<file path="src/rtl/oh_scanctrl.sv">
// oh_scanctrl: scan-chain shift controller.
// Accepts one shift command at a time, drives se/si into an inverting scan
// chain for len cycles while collecting the chain's scan-out into a result
// word, then presents that word on a valid/ready output until it is taken.
//
// Handshakes (both sides): a transfer happens on a rising clk edge where
// valid and ready are both high. in_ready is high only in IDLE; out_valid is
// high only in DONE and stays high with out_data stable until out_ready.
module oh_scanctrl #(
    parameter int CW     = 32,
    parameter int LW     = $clog2(CW + 1),
    parameter bit SI_INV = 1'b0,
    parameter bit SO_INV = 1'b0
) (
    input  logic          clk,
    input  logic          reset,
    input  logic          in_valid,
    output logic          in_ready,
    input  logic [CW-1:0] in_data,
    input  logic [LW-1:0] in_len,
    output logic          out_valid,
    input  logic          out_ready,
    output logic [CW-1:0] out_data,
    output logic          se,
    output logic          si,
    input  logic          so,
    output logic          busy,
    output logic [1:0]    dbg_state
);

    typedef enum logic [1:0] {
        S_IDLE  = 2'd0,
        S_SHIFT = 2'd1,
        S_DONE  = 2'd2
    } state_t;

    state_t        r_state;
    logic [CW-1:0] r_load;       // remaining load bits, bit 0 is next to drive
    logic [LW-1:0] r_len;        // clamped shift length of the active command
    logic [LW-1:0] r_cnt;        // index of the current shift cycle
    logic [CW-1:0] r_data;       // captured scan-out bits
    logic          r_se;
    logic          r_si;
    logic          r_out_valid;
    logic          r_busy;

    logic [LW-1:0] w_len_clamped;
    logic          w_last;
    logic          w_so_bit;
    logic [CW-1:0] w_bit_mask;

    // Requested lengths beyond the chain length are limited to the chain length
    always_comb begin
        w_len_clamped = in_len;
        if (in_len > LW'(CW)) begin
            w_len_clamped = LW'(CW);
        end
    end

    // Shift-cycle decode: last-cycle flag and the result bit for this cycle
    always_comb begin
        w_last     = (r_cnt == (r_len - LW'(1)));
        w_so_bit   = so ^ SO_INV;
        w_bit_mask = CW'(1) << r_cnt;
    end

    // Control FSM with all outputs registered; reset aborts any shift at once
    always_ff @(posedge clk or posedge reset) begin
        if (reset) begin
            r_state     <= S_IDLE;
            r_load      <= '0;
            r_len       <= '0;
            r_cnt       <= '0;
            r_data      <= '0;
            r_se        <= 1'b0;
            r_si        <= 1'b0;
            r_out_valid <= 1'b0;
            r_busy      <= 1'b0;
        end else begin
            case (r_state)
                S_IDLE: begin
                    if (in_valid) begin
                        // bit 0 goes out straight away, the rest waits in r_load
                        r_load <= in_data >> 1;
                        r_len  <= w_len_clamped;
                        r_cnt  <= '0;
                        r_data <= '0;
                        r_busy <= 1'b1;
                        if (w_len_clamped == '0) begin
                            r_state     <= S_DONE;
                            r_out_valid <= 1'b1;
                        end else begin
                            r_state <= S_SHIFT;
                            r_se    <= 1'b1;
                            r_si    <= in_data[0] ^ SI_INV;
                        end
                    end
                end

                S_SHIFT: begin
                    // so is sampled on the same edge that shifts the chain,
                    // so it still reflects the last flop before this shift
                    if (w_so_bit) begin
                        r_data <= r_data | w_bit_mask;
                    end
                    r_load <= r_load >> 1;
                    if (w_last) begin
                        r_se        <= 1'b0;
                        r_si        <= 1'b0;
                        r_state     <= S_DONE;
                        r_out_valid <= 1'b1;
                    end else begin
                        r_cnt <= r_cnt + LW'(1);
                        r_si  <= r_load[0] ^ SI_INV;
                    end
                end

                S_DONE: begin
                    if (out_ready) begin
                        r_state     <= S_IDLE;
                        r_out_valid <= 1'b0;
                        r_busy      <= 1'b0;
                    end
                end

                default: begin
                    r_state     <= S_IDLE;
                    r_se        <= 1'b0;
                    r_si        <= 1'b0;
                    r_out_valid <= 1'b0;
                    r_busy      <= 1'b0;
                end
            endcase
        end
    end

    assign in_ready  = (r_state == S_IDLE);
    assign out_valid = r_out_valid;
    assign out_data  = r_data;
    assign se        = r_se;
    assign si        = r_si;
    assign busy      = r_busy;
    assign dbg_state = r_state;

endmodule

</file>
<file path="config.mk">
export PLATFORM = sky130hd
export DESIGN_NAME = oh_scanctrl
export DESIGN_NICKNAME = d
export VERILOG_FILES = /design/src/rtl/oh_scanctrl.sv
export SDC_FILE = /design/constraint.sdc
export NUM_CORES = 1
export LEC_CHECK = 0
export BUFFER_PORTS_ARGS = -buffer_cell sky130_fd_sc_hd__buf_2
export CAP_MARGIN = 20
export CORE_MARGIN = 1.5
export CORE_UTILIZATION = 40
export CTS_CLUSTER_SIZE = 10
export DETAILED_ROUTE_END_ITERATION = 10
export GPL_TIMING_DRIVEN = 1
export PLACE_DENSITY_LB_ADDON = 0.05
export SLEW_MARGIN = 20
export SYNTH_ARGS = -nofsm -noshare
export SYNTH_HDL_FRONTEND = slang
export SYNTH_SLANG_ARGS = --single-unit
</file>
<file path="constraint.sdc">
create_clock -name clk -period 7.6 [get_ports clk]
set_clock_uncertainty 0.2 [all_clocks]
set_input_delay 1.52 -clock clk [delete_from_list [all_inputs] [get_ports clk]]
set_output_delay 1.52 -clock clk [all_outputs]
set_load 0.01 [all_outputs]
</file>
# After elaboration in Yosys (flattened, before gate mapping)
# Cells that the tools add are included.
[word_totals]
rom_bits = 0
output_inout_bits = 39
latch_bits = 0
register_bits = 82
input_bits = 43
n_memories = 0
ramBits = 0
wordCells = 67
[op_classes]
n_mux = 29
n_shift = 1
addsub = 2
n_lt_le_gt_ge = 1
n_eq_ne = 10
div_mod_pow = 0
multipliers = 0
reduce_logical = 12
bitwise = 3
[ops]
columns = ["operator", "n"]
rows = [
  ["$pmux 32 s2", 2],
  ["$mux 32", 3],
  ["$or 32x32->32", 1],
  ["$shl 1x6->32 const A", 1],
  ["$mux 6", 3],
  ["$reduce_and 3->1", 5],
  ["$ne 2x2->1 const B", 6],
  ["$pmux 1 s3", 4],
  ["$pmux 6 s2", 1],
  ["$mux 1", 11],
  ["$mux 2", 4],
  ["$reduce_and 4->1", 2],
  ["$add 6x1->6 const B", 1],
  ["$eq 6x6->1", 1],
  ["$gt 6x6->1 const B", 1],
  ["$logic_not 6->1", 1],
  ["$pmux 2 s3", 1],
  ["$sub 6x1->6 const B", 1],
  ["$reduce_and 2->1", 2],
  ["$eq 2x1->1 const B", 1],
  ["$eq 2x2->1 const B", 1],
  ["$logic_not 2->1", 1],
  ["$ne 2x1->1 const B", 1],
  ["$not 1->1", 2],
  ["$reduce_bool 2->1", 1],
]

# Logic depth before layout (Yosys ltp)
# Gate-level depths: netlist (run 1).
[logic_depth]
word_depth = 6
ltp_mapped = 8
depth_no_buf = 7

# Least setup slack after synthesis (run 1)
# Ideal clock, no wire load.
[synth_timing]
path_type = "input to register"
from = "input port in_len[2]"
to = "register r_si (netlist: si)"
setup_ps = 134
cell_stages = 5
slack_ps = 4632
n_path_buf = 0
t_arrival_ps = 2635
cell_sequence = "or4_1 -> nor3_1 -> nor2_1 -> mux2i_1 -> o22ai_1"
[synth_via]
elab_chain_cells = 5
[synth_rtl]
columns = ["item", "line", "rtl"]
rows = [
  ["from (decl)", "20", "input logic [LW-1:0] in_len,"],
  ["$gt 6x6->1", "55", "if (in_len > LW'(CW)) begin"],
  ["$mux 6 (*)", "55", ""],
  ["$logic_not 6->1 (*)", "89", "if (w_len_clamped == '0) begin"],
  ["$ne 2x2->1 (no line) (*)", "n/a", ""],
  ["$reduce_and 3->1 (no line) (*)", "n/a", ""],
  ["to (signal assigned)", "95", "r_si <= in_data[0] ^ SI_INV;"],
  ["to (signal assigned)", "114", "r_si <= r_load[0] ^ SI_INV;"],
  ["to (decl)", "43", "logic r_si;"],
]
# Every way passes the cells marked *; elsewhere a longest branch is shown, timed or not.
# A chain may end at the register's enable or synchronous reset.

# Worst setup path in the final report (run 1)
[layout_timing]
from = "register r_state[0] (netlist: dbg_state[0])"
to = "output port in_ready"
[layout_via]
elab_chain_cells = 1
[layout_rtl]
columns = ["item", "line", "rtl"]
rows = [
  ["from (decl)", "37", "state_t r_state;"],
  ["from (signal assigned)", "70", "r_state <= S_IDLE;"],
  ["from (signal assigned)", "90", "r_state <= S_DONE;"],
  ["from (signal assigned)", "93", "r_state <= S_SHIFT;"],
  ["$logic_not 2->1", "137", "assign in_ready = (r_state == S_IDLE);"],
  ["to (decl)", "18", "output logic in_ready,"],
]
# Every way passes these cells.

==> results of run 1 <==
[cell type report]
cell class / instances / area, um2
multi-input cells: 291 / 1570
repair buffers: 87 / 452
clock inverters: 6 / 67.6
flip-flops and latches: 81 / 2030
inverters: 10 / 38.8
clock buffers: 10 / 128
well taps: 111 / 139
fillers: 900 / 4690
[power by group]
part	switching, mW	leakage, nW	internal (mW)
clock	0.161	0.0929	0.153
sequential	0.147	1.00	0.613
combinational	0.417	1.10	0.291
[per-layer routing]
metal / wire length, um / part of all wire, %
met3: 412 / 4.8
met5: 0 / 0
met2: 3960 / 46
met4: 40 / 0.46
met1: 4210 / 49
[worst paths after layout]
kind	startpoint	to	slack, ns
max in group asynchronous	reset	dbg_state[1]$_DFFE_PP0P_	5.54
max reg2reg	r_len[0]$_DFFE_PP0P_	out_valid$_DFFE_PP0P_	4.87
min reg2reg	out_data[6]$_DFFE_PP0P_	out_data[6]$_DFFE_PP0P_	0.29
max	dbg_state[0]$_DFFE_PP0P_	in_ready	4.57
min in group asynchronous	reset	out_data[0]$_DFFE_PP0P_	1.17
min	out_data[6]$_DFFE_PP0P_	out_data[6]$_DFFE_PP0P_	0.29
[sequential cells by signal, summed over array words and instances, names as in the netlist]
signal,cells
out_data,32
dbg_state,2
se,1
busy,1
out_valid,1
r_load,31
r_len,6
si,1
r_cnt,6
[placed cells by master (no fill, tap or decap), drive strengths merged, types with 3 or more instances in the layout]
cell | synthesis | final
nand3b | 3 | 3
clkbuf | 24 | 11
nor2 | 67 | 67
xor2 | 4 | 4
nand3 | 5 | 5
nor2b | 6 | 6
dfrtp | 81 | 81
mux2i | 3 | 3
buf | 2 | 86
nor4 | 3 | 3
nand2b | 6 | 6
ha | 7 | 7
xnor2 | 3 | 3
a31oi | 42 | 42
nand4 | 3 | 3
inv | 10 | 10
o21ai | 7 | 7
nand2 | 78 | 78
a21oi | 28 | 28
clkinv | 0 | 3
[kinds of logic (layout without fill, tap and decap cells)]
kind of cell / after synthesis / after routing / share of synthesized area, %
AO/OA/AOI/OAI: 93 / 93 / 16.0
XOR/XNOR: 7 / 7 / 1.65
flip-flops: 81 / 81 / 54.5
AND/OR/NAND/NOR: 181 / 181 / 21.0
buffers and inverters: 36 / 113 / 3.73
multiplexers: 3 / 3 / 0.807
adder cells (fa/ha/maj): 7 / 7 / 2.35
[stage by stage]
step / instances / instance area, um2 / hold WS [ns] / worst slack (ns) / util, %
global placement: 579 / 4210 / 0.270 / 4.32 / 46.2
CTS: 595 / 4410 / 0.302 / 4.52 / 48.4
detailed placement: 579 / 4210 / 0.282 / 4.26 / 46.2
global route: 596 / 4420 / 0.317 / 4.48 / 48.5
floorplan: 408 / 3720 / 0.264 / 3.80 / -
finish: 596 / 4420 / 0.294 / 4.57 / 48.5
[tightest hold or removal path, delay by kind of cell (launching register included)]
family	cells	cell delay (ns)
AOI/OAI and AO/OA	1	0.04
DFF	1	0.35
and+or+nand+nor	1	0.07
==> results.yml, run 1 <==
status:
  status: "finished, final reports clean"
placed_design:
  place_hpwl_um: 5690
  globalplace.congestion: 0.727
  io_buffer_count: 81
synthesis:
  ys_seq_area_share_pct: 54.5
  synthCells: 408
  synth_top_area_share_pct: 54.5
  netlist_area_um2: 3720
  ys_seq_elements: 81
  yosysMostFrequentCell: "dfrtp_1"
  async_reset_ff_share_pct: 100
  synth_enable_flop_cells: 0
  synth_fp_nets: 458
  synth_largest_area_cell: "dfrtp_1"
  synth.top_cells.by_area: "dfrtp_1 54%, nand2_1 7.9%, a31oi_1 7.1%, nor2_1 6.8%, a21oi_1 3.6%"
  synth.top_cells.by_count: "81 x dfrtp_1, 78 x nand2_1, 67 x nor2_1, 42 x a31oi_1, 27 x a21oi_1"
  ys_types: 42
  synth_area_per_cell_um2: 9.12
  synthFlopType: "dfrtp_1"
  yosys_warnings: 0
worst_setup_path:
  cp.required_ns: 5.88
  cp-start-kind: "register"
  path_cells: "nor2_1 > buf_2"
  cp_max_fo: 12
  crit_type: "register to primary output"
  endpoint_kind: "primary output"
  worstRegToRegCells: 5
  slowest_stage: "dfrtp_1"
  path_depth: 2
  critical_path_arrival_ns: 1.31
  cp_num_buf_inv: 1
  max_stage_delay_ns: 0.54
  crit_family: "flip-flops"
global_routing:
  antenna_found_initial: 0
  grt_pass1_vias: 2999
  overflow: 0
  grtUsageMet2_pct: 28.9
  track_usage_pct: 18.3
  grt_max_degree: 82
  grtUsageMet3_pct: 5.34
  grt_pass1_wl_um: 14400
  grt_busiest_layer: "met2"
  met1_usage_pct: 25.0
route:
  ant_nets: 0
  wl_per_cell_um: 14.5
  dr.pass1.iters: 4
  routed_via_density: 5.23
  wl_um: 8620
  drt_iter0_drc: 129
  via_count: 3116
  drc: 0
sta:
  min_period_ns: 3.03
  fin_tns_setup_ns: 0
  rsz0062_at_grt: "false"
  setup_viol: 0
  final_hold_viol_count: 0
  tightest_slew_ns: 1.12
  timing.slew.headroom_pct: 24.7
  fmax_ghz: 0.330
  period_share_pct: 39.9
  finalMaxSlewViolations: 0
clock_network:
  numCtsBuffers: 9
  htreeDepth: 3
  cts_resized: 0
  postCtsSetupBuffers: 0
  cts_buffer_depth: 2
  clk_latency_ns: 0.34
  clock_sinks: 81
  cts_hold_buffers: 0
  cts-root-buf: "clkbuf_8"
  clk_pin_slew_ns: 0.09
  tritoncts: "built"
die:
  start_util_pct: 40.9
  fp.dieH_um: 99.5
  coreArea_um2: 9110
  rows: 35
  num_io_pins: 82
  die_w_um: 99.5
  dieArea_um2: 9890
hold_path:
  whs_path_depth: 2
  min_path_type: "register to register"
cells_and_area:
  layout.nets: 530
  syn2layout_area_growth_pct: 18.8
  antenna_cells: 0
  drive_gt1_share_pct: 22.9
power:
  power_density_nw_per_um2: 403
  peakVddDrop_uv: 157
  total_power_mw: 1.78
  leakagePower_nw: 2.19
job:
  maxCapViolCount: 0
Note: power is estimated with default switching activity, not from simulation.
==> run 2, diff against run 1 <==
- ABC_AREA: unset -> 1
- clock period: 7.6 -> 2.9 ns (I/O delays scaled with it)
==> results.yml, run 2 <==
die:
  dieArea_um2: 10300
  fp.dieH_um: 101
  num_io_pins: 82
  rows: 35
  die_w_um: 101
  start_util_pct: 41.6
  coreArea_um2: 9280
clock_network:
  cts_hold_buffers: 0
  tritoncts: "built"
  htreeDepth: 3
  clk_latency_ns: 0.35
  clk_pin_slew_ns: 0.09
  cts_buffer_depth: 2
  postCtsSetupBuffers: 0
  cts_resized: 0
  clock_sinks: 81
  cts-root-buf: "clkbuf_8"
  numCtsBuffers: 9
global_routing:
  grt_pass1_wl_um: 14500
  antenna_found_initial: 0
  overflow: 0
  grt_max_degree: 61
  track_usage_pct: 18.1
  grt_pass1_vias: 3068
sta:
  rsz0062_at_grt: "false"
  finalMaxSlewViolations: 0
  timing.slew.headroom_pct: 58.4
  fin_tns_setup_ns: 0
  setup_viol: 0
  min_period_ns: 2.07
  tightest_slew_ns: 0.624
  final_hold_viol_count: 0
  fin_hold_ws_ns: 0.0739
  period_share_pct: 71.5
  fmax_ghz: 0.482
cells_and_area:
  antenna_cells: 0
  fillers: 951
  layout.nets: 597
  drive_gt1_share_pct: 21.6
  largest_reg_flops: 32
  syn2layout_area_growth_pct: 18.7
  final_cell_mix: "81 x dfrtp_1, 81 x buf_2, 67 x nand2_1, 66 x inv_1, 58 x a21oi_1"
job:
  maxCapViolCount: 0
placed_design:
  place_hpwl_um: 6020
  globalplace.congestion: 0.766
  io_buffer_count: 81
synthesis:
  netlist_area_um2: 3860
  async_reset_ff_share_pct: 100
  synthFlopType: "dfrtp_1"
  ys_seq_area_share_pct: 52.5
  synth_largest_area_cell: "dfrtp_1"
  synth.top_cells.by_count: "81 x dfrtp_1, 67 x inv_1, 67 x nand2_1, 58 x a21oi_1, 40 x o21ai_0"
  synth_enable_flop_cells: 0
  synth.top_cells.by_area: "dfrtp_1 52%, a21oi_1 7.5%, inv_1 6.5%, nand2_1 6.5%, o21ai_0 5.2%"
  synth_top_area_share_pct: 52.5
  ys_types: 25
  synth_area_per_cell_um2: 8.24
  ys_seq_elements: 81
  yosys_warnings: 0
  yosysMostFrequentCell: "dfrtp_1"
  synthCells: 469
  synth_fp_nets: 519
worst_setup_path:
  max_stage_delay_ns: 0.60
  cp.required_ns: 2.99
  cp_num_buf_inv: 1
  crit-reg2reg-launch: "r_cnt[3]$_DFFE_PP0P_"
  slowest_stage: "dfrtp_1"
  cp_max_fo: 13
  crit_family: "simple AND/OR/NAND/NOR gates"
  endpoint_kind: "register"
  cp-start-kind: "register"
  path_cells: "clkinv_1 > nand3_1 > nand2_1 > nand3_1 > nand2_2 > nand2_2 > nand3_1 > nand2_1"
  crit_type: "register to register"
  startpoint: "r_cnt[3]$_DFFE_PP0P_"
  crit_path_frequent_cell: "nand3_1"
  critical_path_arrival_ns: 2.16
route:
  drt_iter0_drc: 80
  via_count: 3211
  ant_nets: 0
  drc: 0
  routed_via_density: 4.72
  dr.pass1.iters: 4
  wl_per_cell_um: 12.6
  wl_um: 8590
power:
  peakVddDrop_uv: 356
  leakagePower_nw: 2.33
  total_power_mw: 4.19
  power_density_nw_per_um2: 914
status:
  status: "finished, final reports clean"
hold_path:
  min_path_type: "input port to async pin"
## run 2: area by class of cell
class                   count  area [um2]  area share, %
clock buffers              11         131           2.86
multi-input cells         294        1460           31.8
flip-flops and latches     81        2030           44.2
repair buffers             87         463           10.1
well taps                 129         161           3.52
clock inverters             5        63.8           1.39
inverters                  74         279           6.08
## run 2: per-stage QoR
stage                     util [%]  setup WS [ns]  area, um2  std cells
after floorplan                  -         0.0399       3860        469
after global placement        47.3          0.845       4390        665
after detailed placement      47.3          0.825       4390        665
after CTS                     49.4          0.814       4590        681
after global routing          49.4          0.583       4590        681
final                         49.4          0.825       4590        681
## run 2: report_power, final
part	internal, mW	leakage [nW]	total (mW)	switching (mW)
Combinational	0.591	1.19	1.71	1.12
Clock	0.407	0.0945	0.829	0.422
Sequential	1.48	1.05	1.65	0.179
## run 2: metal layers
layer | vias to the layer above | part of all wire [%] | GRT usage, %
met1 | 1482 | 48 | 23.4
li1 | 1664 | - | -
met2 | 53 | 47 | 29.8
met4 | 0 | 1.6 | 7.69
met5 | - | 0 | 0
met3 | 12 | 3.8 | 3.45
## run 2: worst paths after layout
check	endpoint	slack, ns	depth (start not counted)
worst min register to register	out_valid$_DFFE_PP0P_	0.28	2
worst max register to register	r_cnt[1]$_DFFE_PP0P_	0.83	8
min in group clk	r_load[30]$_DFFE_PP0P_	0.25	3
worst max-delay path	r_cnt[1]$_DFFE_PP0P_	0.83	8
worst min-delay path	out_data[2]$_DFFE_PP0P_	0.07	2
max in group asynchronous	r_len[4]$_DFFE_PP0P_	1.76	3
## run 2: cells by family after synthesis
kind of cell / after synthesis / share of synthesized area, %
buf+inv: 94 / 9.75
fa+ha+maj: 7 / 2.27
simple gates: 154 / 17.5
flops: 81 / 52.5
xor+xnor: 6 / 1.36
compound gates: 127 / 16.7
==> run 3, diff against run 2 <==
- clock period: 2.9 -> 1.9 ns (I/O delays scaled with it)
==> results.yml, run 3 (synthesis results as in run 2) <==
clock_network:
  cts_buffer_depth: 2
  cts-root-buf: "clkbuf_8"
  clk_latency_ns: 0.35
  clk_pin_slew_ns: 0.08
  tritoncts: "built"
  numCtsBuffers: 9
  htreeDepth: 3
  clock_sinks: 81
global_routing:
  track_usage_pct: 18.2
  grt_pass1_wl_um: 14700
  grt_max_degree: 82
  antenna_found_initial: 0
  grt_pass1_vias: 3101
  overflow: 0
placed_design:
  placed_area_um2: 4490
  pre_cts_ws_ns: 0.0304
  globalplace.congestion: 0.832
  place_hpwl_um: 6040
  io_buffer_count: 81
  dp_cells: 674
power:
  total_power_mw: 6.97
  leakagePower_nw: 2.42
  power_density_nw_per_um2: 1450
  peakVddDrop_uv: 619
sta:
  finalMaxSlewViolations: 0
  setup_viol: 0
  tightest_slew_ns: 0.464
  fin_hold_ws_ns: 0.0557
  fin_tns_setup_ns: 0
  final_hold_viol_count: 0
  period_share_pct: 97.8
  min_period_ns: 1.86
  timing.slew.headroom_pct: 69.0
  rsz0062_at_grt: "true"
  fmax_ghz: 0.538
  setup_ws_ns: 0.0412
worst_setup_path:
  worstRegToRegCells: 10
  r2r_slack_ns: 0.04
  crit-reg2reg-launch: "r_len[1]$_DFFE_PP0P_"
  cp-start-kind: "register"
  crit_path_frequent_cell: "nand2_4"
  slowest_stage: "dfrtp_1"
  cp_num_buf_inv: 1
  path_cells: "inv_2 > ha_4 > xor2_1 > nand3_1 > nor2_1 > nand3_2 > nand2_4 > nand2_4 > nand2_1 > o21ai_1"
  max_stage_delay_ns: 0.37
  r2r_end: "r_cnt[3]$_DFFE_PP0P_"
  endpoint_kind: "register"
  cp.required_ns: 1.93
  crit_family: "simple AND/OR/NAND/NOR gates"
  critical_path_arrival_ns: 1.89
  cp_max_fo: 8
  crit_type: "register to register"
cells_and_area:
  final_core_util_pct: 51.7
  final_common_cell: "buf_2"
  largest_reg_flops: 32
  layout.nets: 610
  syn2layout_area_growth_pct: 24.2
  final_cell_mix: "81 x buf_2, 80 x dfrtp_1, 65 x nand2_1, 64 x inv_1, 58 x a21oi_1"
  final_cells: 693
  fillers: 937
  antenna_cells: 0
  drive_gt1_share_pct: 24.8
  postLayoutCellArea_um2: 4800
route:
  ant_nets: 0
  dr.pass1.iters: 4
  routed_via_density: 4.72
  drt_iter0_drc: 84
  drc: 0
  wl_per_cell_um: 12.7
  via_count: 3269
  wl_um: 8820
die:
  die_w_um: 101
  start_util_pct: 41.6
  dieArea_um2: 10300
  rows: 35
  coreArea_um2: 9280
  fp.dieH_um: 101
  num_io_pins: 82
status:
  status: "finished, final reports clean"
hold_path:
  hp-start: "in_data[31]"
  min_path_type: "input port to register"
  whs_path_depth: 3
  hold_end: "r_load[30]$_DFFE_PP0P_"
job:
  maxCapViolCount: 0
[run 3: changes by cell type in the layout (fill, tap and decap cells not counted), moves of 2 or more]
cell and delta:
inv_2 +2, nand3_2 +3, nand3_1 -3, buf_12 +2, o21ai_0 -2, bufinv_16 +2, nand2_1 -2, inv_1 -2
buf_4 +8, clkinvlp_4 +2, o21ai_1 +2, nand2_4 +2, inv_6 -2
[run 3: final cells by class]
| class | count | area [um2] | share of cell area [%] |
|---|---|---|---|
| clock inverter | 5 | 105 | 2.19 |
| multi-input combinational | 295 | 1510 | 31.5 |
| timing repair buffer | 99 | 584 | 12.2 |
| sequential | 81 | 2030 | 42.3 |
| inverter | 74 | 282 | 5.87 |
| clock buffer | 10 | 128 | 2.66 |
| tap | 129 | 161 | 3.36 |
[run 3: report_power, final]
| group | internal, mW | switching [mW] |
|---|---|---|
| sequential | 2.25 | 0.263 |
| clock | 0.866 | 0.613 |
| combinational | 1.11 | 1.86 |
| total | 4.23 | 2.73 |
[run 3: metal layers]
metal | vias up | part of all wire, % | GRT usage, %
li1 | 1687 | - | -
met1 | 1527 | 46 | 23.3
met2 | 48 | 49 | 30.4
met3 | 7 | 3.9 | 4.35
met4 | 0 | 1.1 | 6.09
met5 | - | 0 | 0
[run 3: how the worst max path moves through the flow]
| stage | from | to | cells past startpoint |
|---|---|---|---|
| final | r_len[1]$_DFFE_PP0P_ | r_cnt[3]$_DFFE_PP0P_ | 10 |
| after global routing | r_len[0]$_DFFE_PP0P_ | r_cnt[5]$_DFFE_PP0P_ | 12 |
| after CTS | r_len[0]$_DFFE_PP0P_ | r_cnt[4]$_DFFE_PP0P_ | 10 |
| after detailed placement | r_len[0]$_DFFE_PP0P_ | r_cnt[4]$_DFFE_PP0P_ | 10 |
| after global placement | r_len[0]$_DFFE_PP0P_ | r_cnt[2]$_DFFE_PP0P_ | 10 |
| after floorplan | r_len[0]$_DFFE_PP0P_ | r_cnt[1]$_DFFE_PP0P_ | 10 |
[run 3: timing repair]
item / 4_1_cts / 5_1_grt
setup endpoints to repair: 0 / 12
setup buffers: 0 / 2
resized for setup: 0 / 15
hold endpoints to repair: 81 / 0
hold buffers: 1 / 0
[run 3: tightest hold or removal path: cells and delay by family]
kind                   cells  cell delay, ns
AOI/OAI and AO/OA          1            0.06
buffers and inverters      1            0.08
and+or+nand+nor            1            0.04
